<file path="src/rtl/run_extractor_pkg.sv">
// Shared vision-pipeline definitions: column width, run word layout and the
// marker codes used between the run extractor, run FIFO manager and blob stage.
package run_extractor_pkg;

    localparam int COL_W_DEF   = 11;
    localparam int MIN_RUN_DEF = 2;
    localparam int GAP_TOL_DEF = 1;

    // Marker codes carried in the flag bit of a run word downstream
    localparam logic LINE_MARK  = 1'b0;
    localparam logic FRAME_MARK = 1'b1;

    typedef struct packed {
        logic                 flag;
        logic [COL_W_DEF-1:0] start_col;
        logic [COL_W_DEF-1:0] end_col;
    } run_word_t;

    function automatic run_word_t pack_run(input logic                 flag,
                                           input logic [COL_W_DEF-1:0] start_col,
                                           input logic [COL_W_DEF-1:0] end_col);
        run_word_t w;
        w.flag      = flag;
        w.start_col = start_col;
        w.end_col   = end_col;
        return w;
    endfunction

endpackage

</file>
<file path="src/rtl/run_extractor_if.sv">
// Pixel-in / run-out bundle between the pixel classifier, run_extractor and run_fifo_manager.
interface run_extractor_if import run_extractor_pkg::*; #(
    parameter int COL_W = COL_W_DEF
) ();

    logic             px_valid;
    logic             px_match;
    logic             px_eol;
    logic             px_eof;
    logic [COL_W-1:0] run_start;
    logic [COL_W-1:0] run_end;
    logic             new_run;
    logic             end_line;
    logic             end_frame;
    logic             col_ovf;

    modport master (
        output px_valid, px_match, px_eol, px_eof,
        input  run_start, run_end, new_run, end_line, end_frame, col_ovf
    );

    modport slave (
        input  px_valid, px_match, px_eol, px_eof,
        output run_start, run_end, new_run, end_line, end_frame, col_ovf
    );

endinterface

</file>
<file path="src/rtl/run_extractor_gap_tracker.sv">
// Counts consecutive non-matching pixels inside an open run and decides when
// the next miss exceeds the bridging tolerance and must close the run.
module run_gap_tracker #(
    parameter int GAP_TOL = 1
) (
    input  logic clk,
    input  logic rst,
    input  logic step,
    input  logic open,
    input  logic match,
    input  logic clr,
    output logic close_on_miss
);

    localparam int GW = (GAP_TOL < 1) ? 1 : $clog2(GAP_TOL + 1);
    localparam logic [GW-1:0] TOL = GW'(GAP_TOL);

    logic [GW-1:0] gap_cnt_q;
    logic [GW-1:0] gap_cnt_d;

    // With GAP_TOL=0 the count stays 0 and every miss in a run closes it
    assign close_on_miss = open && !match && (gap_cnt_q == TOL);

    always_comb begin
        gap_cnt_d = gap_cnt_q;
        if (step) begin
            if (!open || match || clr || close_on_miss) begin
                gap_cnt_d = '0;
            end else begin
                gap_cnt_d = gap_cnt_q + 1'b1;
            end
        end
    end

    always_ff @(posedge clk) begin
        if (rst) begin
            gap_cnt_q <= '0;
        end else begin
            gap_cnt_q <= gap_cnt_d;
        end
    end

endmodule

</file>
<file path="src/rtl/run_extractor.sv">
// Turns the per-pixel colour-match stream into (start, end) horizontal runs,
// bridging short gaps, dropping short runs and flagging line/frame ends.
module run_extractor import run_extractor_pkg::*; #(
    parameter int COL_W   = COL_W_DEF,
    parameter int MIN_RUN = MIN_RUN_DEF,
    parameter int GAP_TOL = GAP_TOL_DEF
) (
    input  logic            clk,
    input  logic            rst,
    run_extractor_if.slave  bus
);

    localparam logic [1:0] ST_IDLE = 2'd0;
    localparam logic [1:0] ST_RUN  = 2'd1;
    localparam logic [1:0] ST_GAP  = 2'd2;

    localparam logic [COL_W-1:0] COL_MAX = '1;
    localparam logic [COL_W:0]   MIN_LEN = (COL_W+1)'(MIN_RUN);

    logic [1:0]       state_q, state_d;
    logic [COL_W-1:0] col_q, col_d;
    logic             col_full_q, col_full_d;
    logic [COL_W-1:0] start_q, start_d;
    logic [COL_W-1:0] last_q, last_d;
    logic [COL_W-1:0] run_start_q, run_start_d;
    logic [COL_W-1:0] run_end_q, run_end_d;
    logic             new_run_q, new_run_d;
    logic             end_line_q, end_line_d;
    logic             end_frame_q, end_frame_d;
    logic             col_ovf_q, col_ovf_d;

    logic px_last;
    logic run_open;
    logic gap_close;
    logic close_now;

    function automatic logic [COL_W-1:0] col_next(input logic [COL_W-1:0] c);
        return (c == COL_MAX) ? c : c + 1'b1;
    endfunction

    function automatic logic long_enough(input logic [COL_W-1:0] s,
                                         input logic [COL_W-1:0] e);
        logic [COL_W:0] len;
        len = {1'b0, e} - {1'b0, s} + 1'b1;
        return len >= MIN_LEN;
    endfunction

    assign px_last  = bus.px_eol | bus.px_eof;
    assign run_open = (state_q != ST_IDLE);

    run_gap_tracker #(
        .GAP_TOL (GAP_TOL)
    ) u_gap (
        .clk           (clk),
        .rst           (rst),
        .step          (bus.px_valid),
        .open          (run_open),
        .match         (bus.px_match),
        .clr           (px_last),
        .close_on_miss (gap_close)
    );

    always_comb begin
        state_d     = state_q;
        col_d       = col_q;
        col_full_d  = col_full_q;
        start_d     = start_q;
        last_d      = last_q;
        run_start_d = run_start_q;
        run_end_d   = run_end_q;
        new_run_d   = 1'b0;
        end_line_d  = 1'b0;
        end_frame_d = 1'b0;
        col_ovf_d   = end_frame_q ? 1'b0 : col_ovf_q;
        close_now   = 1'b0;

        if (bus.px_valid) begin
            // A pixel arriving after the counter already passed its top column overflows the line
            if (col_full_q) begin
                col_ovf_d = 1'b1;
            end

            case (state_q)
                ST_IDLE: begin
                    if (bus.px_match) begin
                        start_d = col_q;
                        last_d  = col_q;
                        state_d = ST_RUN;
                    end
                end
                ST_RUN, ST_GAP: begin
                    if (bus.px_match) begin
                        last_d  = col_q;
                        state_d = ST_RUN;
                    end else if (gap_close) begin
                        close_now = 1'b1;
                        state_d   = ST_IDLE;
                    end else begin
                        state_d = ST_GAP;
                    end
                end
                default: state_d = ST_IDLE;
            endcase

            // Line end closes whatever is still open after this pixel's match is taken
            if (px_last && (state_d != ST_IDLE)) begin
                close_now = 1'b1;
                state_d   = ST_IDLE;
            end

            if (close_now && long_enough(start_d, last_d)) begin
                new_run_d   = 1'b1;
                run_start_d = start_d;
                run_end_d   = last_d;
            end

            end_line_d  = px_last;
            end_frame_d = bus.px_eof;

            if (px_last) begin
                col_d      = '0;
                col_full_d = 1'b0;
            end else begin
                col_d      = col_next(col_q);
                col_full_d = col_full_q | (col_q == COL_MAX);
            end
        end
    end

    always_ff @(posedge clk) begin
        if (rst) begin
            state_q     <= ST_IDLE;
            col_q       <= '0;
            col_full_q  <= 1'b0;
            start_q     <= '0;
            last_q      <= '0;
            run_start_q <= '0;
            run_end_q   <= '0;
            new_run_q   <= 1'b0;
            end_line_q  <= 1'b0;
            end_frame_q <= 1'b0;
            col_ovf_q   <= 1'b0;
        end else begin
            state_q     <= state_d;
            col_q       <= col_d;
            col_full_q  <= col_full_d;
            start_q     <= start_d;
            last_q      <= last_d;
            run_start_q <= run_start_d;
            run_end_q   <= run_end_d;
            new_run_q   <= new_run_d;
            end_line_q  <= end_line_d;
            end_frame_q <= end_frame_d;
            col_ovf_q   <= col_ovf_d;
        end
    end

    assign bus.run_start = run_start_q;
    assign bus.run_end   = run_end_q;
    assign bus.new_run   = new_run_q;
    assign bus.end_line  = end_line_q;
    assign bus.end_frame = end_frame_q;
    assign bus.col_ovf   = col_ovf_q;

endmodule
</file>
<file path="src/flat_wrapper.sv">
// flat-port wrapper written by rule: the top's interface ports become plain ports
module run_extractor_flat import run_extractor_pkg::*;
#(
    parameter int COL_W   = COL_W_DEF,
    parameter int MIN_RUN = MIN_RUN_DEF,
    parameter int GAP_TOL = GAP_TOL_DEF
)
  (clk, rst, bus_px_valid, bus_px_match, bus_px_eol, bus_px_eof, bus_run_start, bus_run_end, bus_new_run, bus_end_line, bus_end_frame, bus_col_ovf);
  run_extractor_if #(.COL_W(COL_W)) bus_i ();
  input  logic clk;
  input  logic rst;
  input wire logic [$bits(bus_i.px_valid)-1:0] bus_px_valid;
  input wire logic [$bits(bus_i.px_match)-1:0] bus_px_match;
  input wire logic [$bits(bus_i.px_eol)-1:0] bus_px_eol;
  input wire logic [$bits(bus_i.px_eof)-1:0] bus_px_eof;
  output wire logic [$bits(bus_i.run_start)-1:0] bus_run_start;
  output wire logic [$bits(bus_i.run_end)-1:0] bus_run_end;
  output wire logic [$bits(bus_i.new_run)-1:0] bus_new_run;
  output wire logic [$bits(bus_i.end_line)-1:0] bus_end_line;
  output wire logic [$bits(bus_i.end_frame)-1:0] bus_end_frame;
  output wire logic [$bits(bus_i.col_ovf)-1:0] bus_col_ovf;
  assign bus_i.px_valid = bus_px_valid;
  assign bus_i.px_match = bus_px_match;
  assign bus_i.px_eol = bus_px_eol;
  assign bus_i.px_eof = bus_px_eof;
  assign bus_run_start = bus_i.run_start;
  assign bus_run_end = bus_i.run_end;
  assign bus_new_run = bus_i.new_run;
  assign bus_end_line = bus_i.end_line;
  assign bus_end_frame = bus_i.end_frame;
  assign bus_col_ovf = bus_i.col_ovf;
  run_extractor #(.COL_W(COL_W), .MIN_RUN(MIN_RUN), .GAP_TOL(GAP_TOL)) u_core (.clk(clk), .rst(rst), .bus(bus_i));
endmodule
</file>
<file path="config.mk">
export PLATFORM = sky130hd
export DESIGN_NAME = run_extractor_flat
export DESIGN_NICKNAME = d
export VERILOG_FILES = /design/src/rtl/run_extractor_pkg.sv /design/src/rtl/run_extractor_if.sv /design/src/rtl/run_extractor_gap_tracker.sv /design/src/rtl/run_extractor.sv /design/src/flat_wrapper.sv
export SDC_FILE = /design/constraint.sdc
export NUM_CORES = 1
export LEC_CHECK = 0
export CAP_MARGIN = 25
export CORE_UTILIZATION = 62
export DETAILED_ROUTE_END_ITERATION = 10
export PLACE_DENSITY_LB_ADDON = 0.1
export SYNTH_ARGS = -nofsm -noshare
export SYNTH_HDL_FRONTEND = slang
export SYNTH_SLANG_ARGS = --single-unit
</file>
<file path="constraint.sdc">
create_clock -name clk -period 10.6 [get_ports clk]
set_clock_uncertainty 0.1 [all_clocks]
set_input_delay 1.59 -clock clk [delete_from_list [all_inputs] [get_ports clk]]
set_output_delay 1.59 -clock clk [all_outputs]
set_load 0.05 [all_outputs]
</file>
* Word-level counts from Yosys, hierarchy flattened *
Cells that the tools add are included.

storage, ports and cells
  register bits after elaboration = 63
  latch bits = 0
  memory bits (writable) = 0
  memory bits (read-only) = 0
  bits of input ports = 6
  output and inout port bits = 26
  word-level logic and storage cells = 66
  memories = 0

operators by class
  $add $sub $neg = 4
  multiply operators = 0
  div/mod/pow operators = 0
  $lt $le $gt $ge = 1
  equal/unequal tests = 4
  shift-type cells = 0
  muxes and demuxes = 25
  bitwise gates (word level) = 3
  reductions and logical operators = 17

operators with widths
  operator                                               count
  two-way mux 11 bit                                     8
  adder 12 x 1 -> 12 bit, second input constant          1
  >= comparator 12 x 2 -> 1 bit, second input constant   1
  subtractor 11 x 11 -> 12 bit                           1
  adder 11 x 1 -> 11 bit, second input constant          1
  equality test 11 bit, second input constant            1
  two-way mux 1 bit                                      11
  two-way mux 2 bit                                      5
  logical AND 1 bit                                      4
  one-hot mux 2 bit (2 select lines)                     1
  AND reduction 2 bit                                    2
  nonzero test 2 bit                                     2
  OR reduction 2 bit                                     2
  logical OR 1 bit                                       3
  OR reduction 3 bit                                     1
  equality test 2 x 1 -> 1 bit, second input constant    1
  equality test 2 bit, second input constant             1
  zero test 1 bit                                        2
  zero test 2 bit                                        1
  inequality test 2 x 1 -> 1 bit, second input constant  1
  OR 1 bit                                               2
  adder 1 bit, second input constant                     1
  inverter 1 bit                                         1

* Depth between registers and ports, before layout *
Gate-level depths: netlist of the first run.

  word-level depth = 13
  gate-level depth with buffers = 19
  depth with buffers taken out = 16

* Cells and area by module *
A second synthesis of the first run with hierarchy kept.

second synthesis, totals
  cells, all modules = 387
  area total of the unflattened synthesis = 3548.4 µm²

by module, submodules not included
  module           instances  cells an instance  area an instance (µm²)
  run_extractor    1          381                3485.8
  run_gap_tracker  1          6                  62.6

* Worst setup path after synthesis of the first run *
Ideal clock, no wire load.

  path type = input to register
  start = input port bus_px_match
  end = register u_core.run_end_q[0], in the netlist u_core.bus.run_end[0]
  library setup time = 0.145 ns
  arrival = 4.716 ns
  required time = 10.355 ns
  setup slack = 5.639 ns
  stages on the path = 18
  buffers on the path = 4
  cells stage by stage = nand2b_1 -> clkbuf_1 -> mux2i_1 -> ha_1 -> inv_1 -> ha_1 -> inv_1 -> fa_1 -> xnor2_1 -> a2111oi_0 -> o211ai_1 -> nor4_1 -> and4_1 -> buf_2 -> or2_1 -> buf_6 -> buf_6 -> a211oi_2

on the way
  word-level cells in the longest chain between the ends = 13
  elaborated cells on any way between the ends = 26
  those cells by class = 2 x add/sub; 1 x order compare; 16 x mux; 7 x reduce/logical

RTL lines
  item                                                                   line                  RTL
  start, declared                                                        flat_wrapper.sv:13    input wire logic [$bits(bus_i.px_match)-1:0] bus_px_match;
  branches (longest 13 deep; another with subtractor 11 x 11 -> 12 bit)  -
  end signal, assigned                                                   run_extractor.sv:150  run_end_q <= run_end_d;
  end, declared                                                          run_extractor.sv:26   logic [COL_W-1:0] run_end_q, run_end_d;

Several ways; the timed one is not identified. The select of a mux whose other input is x is not followed.
A chain may end at the register's enable or synchronous reset.

* Final worst setup path of the first run *
  start = input port bus_px_match
  end = register u_core.run_start_q[1], in the netlist u_core.bus.run_start[1]

on the way
  word-level cells in the longest chain between the ends = 13
  elaborated cells on any way between the ends = 26
  those cells by class = 2 x add/sub; 1 x order compare; 16 x mux; 7 x reduce/logical

RTL lines
  item                                                                   line                  RTL
  branches (longest 13 deep; another with subtractor 11 x 11 -> 12 bit)  -
  end signal, assigned                                                   run_extractor.sv:149  run_start_q <= run_start_d;
  end, declared                                                          run_extractor.sv:25   logic [COL_W-1:0] run_start_q, run_start_d;

Several ways; the timed one is not identified. The select of a mux whose other input is x is not followed.

==> impl_metrics.env, run 1 <==
export IMPL_status="finished clean"
export IMPL_cts_setup_buffers=0
export IMPL_syn_area_per_cell_um2=8.92
export IMPL_drt_wl_total_um=7480
export IMPL_final_cells=493
export IMPL_globalRouteOverflowTotal=0
export IMPL_worstHoldEndpoint="u_core.bus.run_end[10]$_SDFFE_PP0P_"
export IMPL_vias=2817
export IMPL_antenna_found_initial=0
export IMPL_synthArstFlopShare=0
export IMPL_post_dp_cell_area_mm2=0.00384
export IMPL_top_layer="met4"
export IMPL_path_clk_slew_ns=0.07
export IMPL_crit_family="simple AND/OR/NAND/NOR gates"
export IMPL_syn_inst=397
export IMPL_grt_pass1_wl_um=12900
export IMPL_synthToLayoutAreaGrowth_pct=13.5
export IMPL_vias_per_cell=5.71
export IMPL_pre_cts_ws_ns=3.87
export IMPL_grt_max_degree=52
export IMPL_path_buf_inv=4
export IMPL_reg2reg_depth=17
export IMPL_max_slew_margin=0.368
export IMPL_numPortBuffers=31
export IMPL_synth_common_cells="dfxtp_1, nor2_1, inv_1"
export IMPL_synth_top_cell_by_area="dfxtp_1"
export IMPL_antenna_cells=0
export IMPL_cpPeakStageDelay_ns=0.72
export IMPL_timing_fmax_mhz=156
export IMPL_hold_depth=2
export IMPL_finalSetupTns_ns=0
export IMPL_dr_pass1_iters=4
export IMPL_crit_slowest_cell="and4_1"
export IMPL_min_delay_start="u_core.bus.run_end[10]$_SDFFE_PP0P_"
export IMPL_wirelength_met1_um=3760
export IMPL_ys_types=46
export IMPL_ys_flop_type="dfxtp_1"
export IMPL_cts_resized_gates=0
export IMPL_drtIter0Drc=181
export IMPL_synth_edff_count=0
export IMPL_worstSetupEndpointType="flop"
export IMPL_drv_slew=0
export IMPL_cts_tree="yes"
export IMPL_synth_top_area_frac=0.356
export IMPL_worstPathCellList="clkdlybuf4s50_1 -> nand2_1 -> mux2_2 -> ha_1 -> inv_1 -> ha_1 -> inv_1 -> fa_1 -> xnor2_1 -> a2111oi_0 -> o211ai_1 -> nor4_1 -> and4_1 -> or2_1 -> buf_8 -> a211oi_1"
export IMPL_clock_sinks=63
export IMPL_ir_worst_vdd_uv=96.1
export IMPL_pin_count=32
export IMPL_rows=27
export IMPL_cts_root_buf="clkbuf_8"
export IMPL_synth_cell_area_mm2=0.00354
export IMPL_antenna_left=0
export IMPL_fillCellCount=426
export IMPL_crit_type="in2reg"
export IMPL_ys_warnings_count=0
export IMPL_ys_top_cells_by_area="dfxtp_1, ha_1, a211oi_2"
export IMPL_die_area_mm2=0.00602
export IMPL_nets=447
export IMPL_worstMarginPinSlew_ns=0.948
export IMPL_final_cell_area_mm2=0.00402
export IMPL_gp_congestion=0.861
export IMPL_timing_rr_start="u_core.state_q[0]$_SDFFE_PP0P_"
export IMPL_multiInputGateArea_mm2=0.00203
export IMPL_ys_ff_latch=63
export IMPL_cts_buffers=9
export IMPL_drc=0
export IMPL_dr_wl_met3_um=240
export IMPL_cp_start_kind="primary input"
export IMPL_r2r_slack_ns=5.29
export IMPL_total_power_mw=0.539
export IMPL_required_ns=10.72
export IMPL_fin_util=0.730
export IMPL_cp_max_fo=23
export IMPL_dp_cells=477
export IMPL_h_tree_depth=3
export IMPL_clk_latency_ns=0.34
export IMPL_min_period_ns=6.42
export IMPL_finalHoldViolCount=0
export IMPL_grt_usage=0.273
export IMPL_rsz0062_at_grt="false"
export IMPL_die_x_um=77.6
export IMPL_cp_data_arrival_time_ns=6.54
export IMPL_synth_nets=428
export IMPL_die_height_um=77.6
export IMPL_power_density_mw_per_mm2=134
export IMPL_ctsHoldBuffers=0
export IMPL_yosysSeqAreaShare=0.356
export IMPL_avgRoutedWirePerCell_um=15.2
export IMPL_hold_class="reg2reg"
export IMPL_clockBufferDepth=2
export IMPL_met2_length_um=3370
export IMPL_drive_above_1_share=0.126
export IMPL_cap_viol_max_count=0
export IMPL_period_share=0.606
export IMPL_setup_viol=0
export IMPL_core_area_mm2=0.00551
export IMPL_worstReg2RegEnd="u_core.bus.run_start[1]$_SDFFE_PP0P_"
export IMPL_grt_pass1_vias=2675
export IMPL_final_seq_area_mm2=0.00126
export IMPL_whs_ns=0.364
export IMPL_leakage_nw=1.57
export IMPL_yosysMostFrequentCell="dfxtp_1"
export IMPL_fin_ws_ns=4.18
export IMPL_initial_utilization=0.643
export IMPL_dp_hpwl_um=5360
-- report_power, final --
group          total (mW)  internal (mW)  switching, mW
registers           0.252          0.247        0.00507
logic               0.103         0.0375         0.0654
clock network       0.185         0.0907         0.0940
-- placed cells by master, fill, tap and decap left out, types with 3 or more instances in the layout --
master,netlist,routed
a211oi_1,15,15
a211oi_2,19,19
a21oi_1,21,21
a31oi_1,3,3
and4_1,3,3
clkbuf_8,0,10
clkdlybuf4s50_1,0,29
dfxtp_1,63,63
ha_1,24,24
inv_1,35,35
mux2_2,11,11
mux2i_1,23,23
nand2_1,14,14
nand2b_1,6,6
nand3_1,7,7
nand4_1,4,4
nor2_1,48,48
nor3_1,17,17
nor3b_1,12,12
o211ai_1,4,4
o21ai_0,8,8
xnor2_1,4,4
xor2_1,5,5
-- metal layers --
layer	global-route usage	vias to the layer above
met1	0.365	1303
li1	-	1446
met3	0.0529	10
met5	0	-
met4	0.0962	0
met2	0.438	58
-- registers in the layout, indices dropped and copies added (netlist names) --
name / cells
u_core.bus.col_ovf: 1
u_core.bus.end_line: 1
u_core.col_q: 11
u_core.start_q: 11
u_core.bus.end_frame: 1
u_core.col_full_q: 1
u_core.bus.run_end: 11
u_core.state_q: 2
u_core.bus.new_run: 1
u_core.u_gap.gap_cnt_q: 1
u_core.bus.run_start: 11
u_core.last_q: 11
-- worst max-delay path by stage --
stage | from | slack, ns | cells after the start | endpoint
2_1_floorplan | bus_px_match | 5.64 | 18 | u_core.bus.run_end[0]$_SDFFE_PP0P_
3_3_place_gp | bus_px_match | 3.72 | 15 | u_core.bus.run_start[0]$_SDFFE_PP0P_
3_5_place_dp | bus_px_match | 3.87 | 16 | u_core.bus.run_start[9]$_SDFFE_PP0P_
4_1_cts | bus_px_match | 4.20 | 16 | u_core.bus.run_start[1]$_SDFFE_PP0P_
5_1_grt | bus_px_match | 3.84 | 16 | u_core.bus.run_start[2]$_SDFFE_PP0P_
6_report | bus_px_match | 4.18 | 16 | u_core.bus.run_start[1]$_SDFFE_PP0P_
-- cell families (layout without fill, tap and decap cells) --
family / count (synthesis) / in the layout / share of synthesized area
buf+inv: 60 / 84 / 0.0721
fa+ha+maj: 25 / 25 / 0.0904
xor+xnor: 9 / 9 / 0.0223
mux: 34 / 34 / 0.100
flops: 63 / 63 / 0.356
compound gates: 83 / 83 / 0.184
simple gates: 123 / 123 / 0.175
-- final cells by class --
| cell class | count | area share |
|---|---|---|
| Timing Repair Buffer | 33 | 0.0834 |
| Sequential cell | 63 | 0.314 |
| Clock inverter | 5 | 0.00841 |
| Clock buffer | 11 | 0.0352 |
| Multi-Input combinational cell | 274 | 0.504 |
| Tap cell | 72 | 0.0224 |
| Inverter | 35 | 0.0327 |
-- worst min-delay path: cells and delay by family (launching register included) --
kind	cells	cell delay, ns
flip-flops	1	0.31
AO/OA/AOI/OAI	1	0.05
buffers and inverters	1	0.06
Power figures use the tool's default switching activity.
==> inputs of run 2 (changes only) <==
--- a/config.mk
+++ b/config.mk
@@ -6,7 +6,7 @@
 export NUM_CORES = 1
 export LEC_CHECK = 0
 export CAP_MARGIN = 25
-export CORE_UTILIZATION = 62
+export CORE_UTILIZATION = 58
 export DETAILED_ROUTE_END_ITERATION = 10
 export PLACE_DENSITY_LB_ADDON = 0.1
 export SYNTH_ARGS = -nofsm -noshare
==> constraint.sdc (replaced) <==
create_clock -name clk -period 6.49 [get_ports clk]
set_clock_uncertainty 0.1 [all_clocks]
set_input_delay 0.9735 -clock clk [delete_from_list [all_inputs] [get_ports clk]]
set_output_delay 0.9735 -clock clk [all_outputs]
set_load 0.05 [all_outputs]
==> run 2 against run 1 <==
Effect of this change:
- power rose by 70%
- final area rose by 0.62%
- clock-buffer cell count fell by 1
- combinational power rose by 64%
- register-to-register slack got worse by 3.6 ns
==> impl_metrics.env, run 2 (synthesis gave the netlist of run 1 again) <==
export IMPL_cts_buffers=9
export IMPL_clk_latency_ns=0.34
export IMPL_mostFrequentLayoutCells="dfxtp_1, nor2_1, inv_1, clkdlybuf4s50_1, ha_1"
export IMPL_die_area_mm2=0.00642
export IMPL_finalSetupTns_ns=0
export IMPL_power_internal_mw=0.640
export IMPL_fin_ws_ns=1.20
export IMPL_crit_slowest_cell="or2_1"
export IMPL_setup_viol=0
export IMPL_leakage_nw=1.59
export IMPL_clockBufferDepth=2
export IMPL_dp_cells=482
export IMPL_grt_busiest_layer="met2"
export IMPL_cp_start_kind="primary input"
export IMPL_cts_tree="yes"
export IMPL_grt_usage=0.266
export IMPL_globalRouteOverflowTotal=0
export IMPL_dp_hpwl_um=5530
export IMPL_post_dp_cell_area_mm2=0.00385
export IMPL_final_cell_area_mm2=0.00404
export IMPL_rsz0062_at_grt="false"
export IMPL_drive_above_1_share=0.130
export IMPL_min_period_ns=5.29
export IMPL_crit_family="simple AND/OR/NAND/NOR gates"
export IMPL_cp_max_fo=13
export IMPL_ctsHoldBuffers=0
export IMPL_power_density_mw_per_mm2=226
export IMPL_dr_pass1_iters=4
export IMPL_cap_viol_max_count=0
export IMPL_grt_pass1_wl_um=13000
export IMPL_avgRoutedWirePerCell_um=15.6
export IMPL_swShare=0.300
export IMPL_required_ns=6.58
export IMPL_worstSetupEndpointType="flop"
export IMPL_whs_ns=0.363
export IMPL_cts_resized_gates=0
export IMPL_ir_worst_vdd_uv=158
export IMPL_grt_max_degree=56
export IMPL_total_power_mw=0.914
export IMPL_final_cells=498
export IMPL_grt_met2_usage=0.415
export IMPL_fin_util=0.683
export IMPL_p_seq_frac=0.450
export IMPL_drc=0
export IMPL_die_x_um=80.2
export IMPL_cts_setup_buffers=0
export IMPL_finalHoldViolCount=0
export IMPL_path_buf_inv=4
export IMPL_antenna_found_initial=0
export IMPL_hold_class="reg2reg"
export IMPL_period_share=0.815
export IMPL_status="finished clean"
export IMPL_die_height_um=80.2
export IMPL_core_area_mm2=0.00592
export IMPL_antenna_cells=0
export IMPL_final_common_cell="dfxtp_1"
export IMPL_timing_fmax_mhz=189
export IMPL_antenna_left=0
export IMPL_rows=28
export IMPL_nets=449
export IMPL_worstMarginPinSlew_ns=0.745
export IMPL_pin_count=32
export IMPL_max_slew_margin=0.502
export IMPL_path_clk_slew_ns=0.07
export IMPL_grt_pass1_vias=2714
export IMPL_drv_slew=0
export IMPL_initial_utilization=0.598
export IMPL_drtIter0Drc=149
export IMPL_crit_type="in2reg"
export IMPL_h_tree_depth=3
export IMPL_cp_data_arrival_time_ns=5.38
export IMPL_cpPeakStageDelay_ns=0.53
export IMPL_gp_congestion=0.840
export IMPL_grt_use_met3=0.0466
export IMPL_clock_sinks=63
export IMPL_pwr_share_comb=0.185
export IMPL_pre_cts_ws_ns=0.827
export IMPL_drt_wl_total_um=7760
export IMPL_clkPwrFrac=0.365
export IMPL_switching_power_mw=0.274
export IMPL_use_met1=0.353
export IMPL_numPortBuffers=31
export IMPL_cts_root_buf="clkbuf_8"
export IMPL_vias=2896
export IMPL_vias_per_cell=5.82
export IMPL_synthToLayoutAreaGrowth_pct=14.2
export IMPL_worstPathCellList="clkdlybuf4s50_1 -> nand2_1 -> mux2_2 -> ha_1 -> inv_1 -> ha_1 -> inv_1 -> fa_1 -> xnor2_1 -> a2111oi_0 -> o211ai_1 -> nor4_1 -> and4_1 -> or2_1 -> buf_12 -> a211oi_1"
run 2: cell count changes in the layout (fill, tap and decap cells not counted):
cell,previous run,this run
bufinv_16,0,1
buf_8,1,0
clkinv_2,2,3
buf_4,0,3
clkbuf_8,10,9
clkinvlp_4,2,1
run 2: area by class of cell:
type	count	area (µm²)
clock buffer	10	128
clock inverter	6	61.3
inverter	35	131
fill	504	1880
tap	75	93.8
timing repair buffer	35	343
multi-input combinational	274	2030
sequential	63	1260
run 2: power by group through the flow:
stage	Clock, mW	Sequential (mW)	Combinational (mW)
after CTS	0.338	0.411	0.170
after detailed placement	0	0.420	0.169
after floorplan	0	0.460	0.0875
after global placement	0	0.420	0.167
final	0.334	0.411	0.169
after global routing	0.357	0.413	0.183
run 2: final timing paths:
| check | slack (ns) | cells past startpoint | start | to |
|---|---|---|---|---|
| setup / recovery | 1.20 | 16 | bus_px_match | u_core.bus.run_start[1]$_SDFFE_PP0P_ |
| hold / removal | 0.36 | 2 | u_core.bus.run_start[0]$_SDFFE_PP0P_ | u_core.bus.run_start[0]$_SDFFE_PP0P_ |
| setup reg to reg | 1.66 | 17 | u_core.state_q[0]$_SDFFE_PP0P_ | u_core.bus.run_start[1]$_SDFFE_PP0P_ |
| hold reg to reg | 0.36 | 2 | u_core.bus.run_start[0]$_SDFFE_PP0P_ | u_core.bus.run_start[0]$_SDFFE_PP0P_ |
run 2: per-layer routing:
layer	up-vias	part of all wire
li1	1451	-
met3	20	0.028
met5	-	0
met2	51	0.45
met4	0	0.029
met1	1374	0.49
run 2: worst min-delay path, delay by kind of cell (launching register included):
family,cells,cell delay [ns]
DFF,1,0.32
AOI/OAI and AO/OA,1,0.05
buffers and inverters,1,0.05
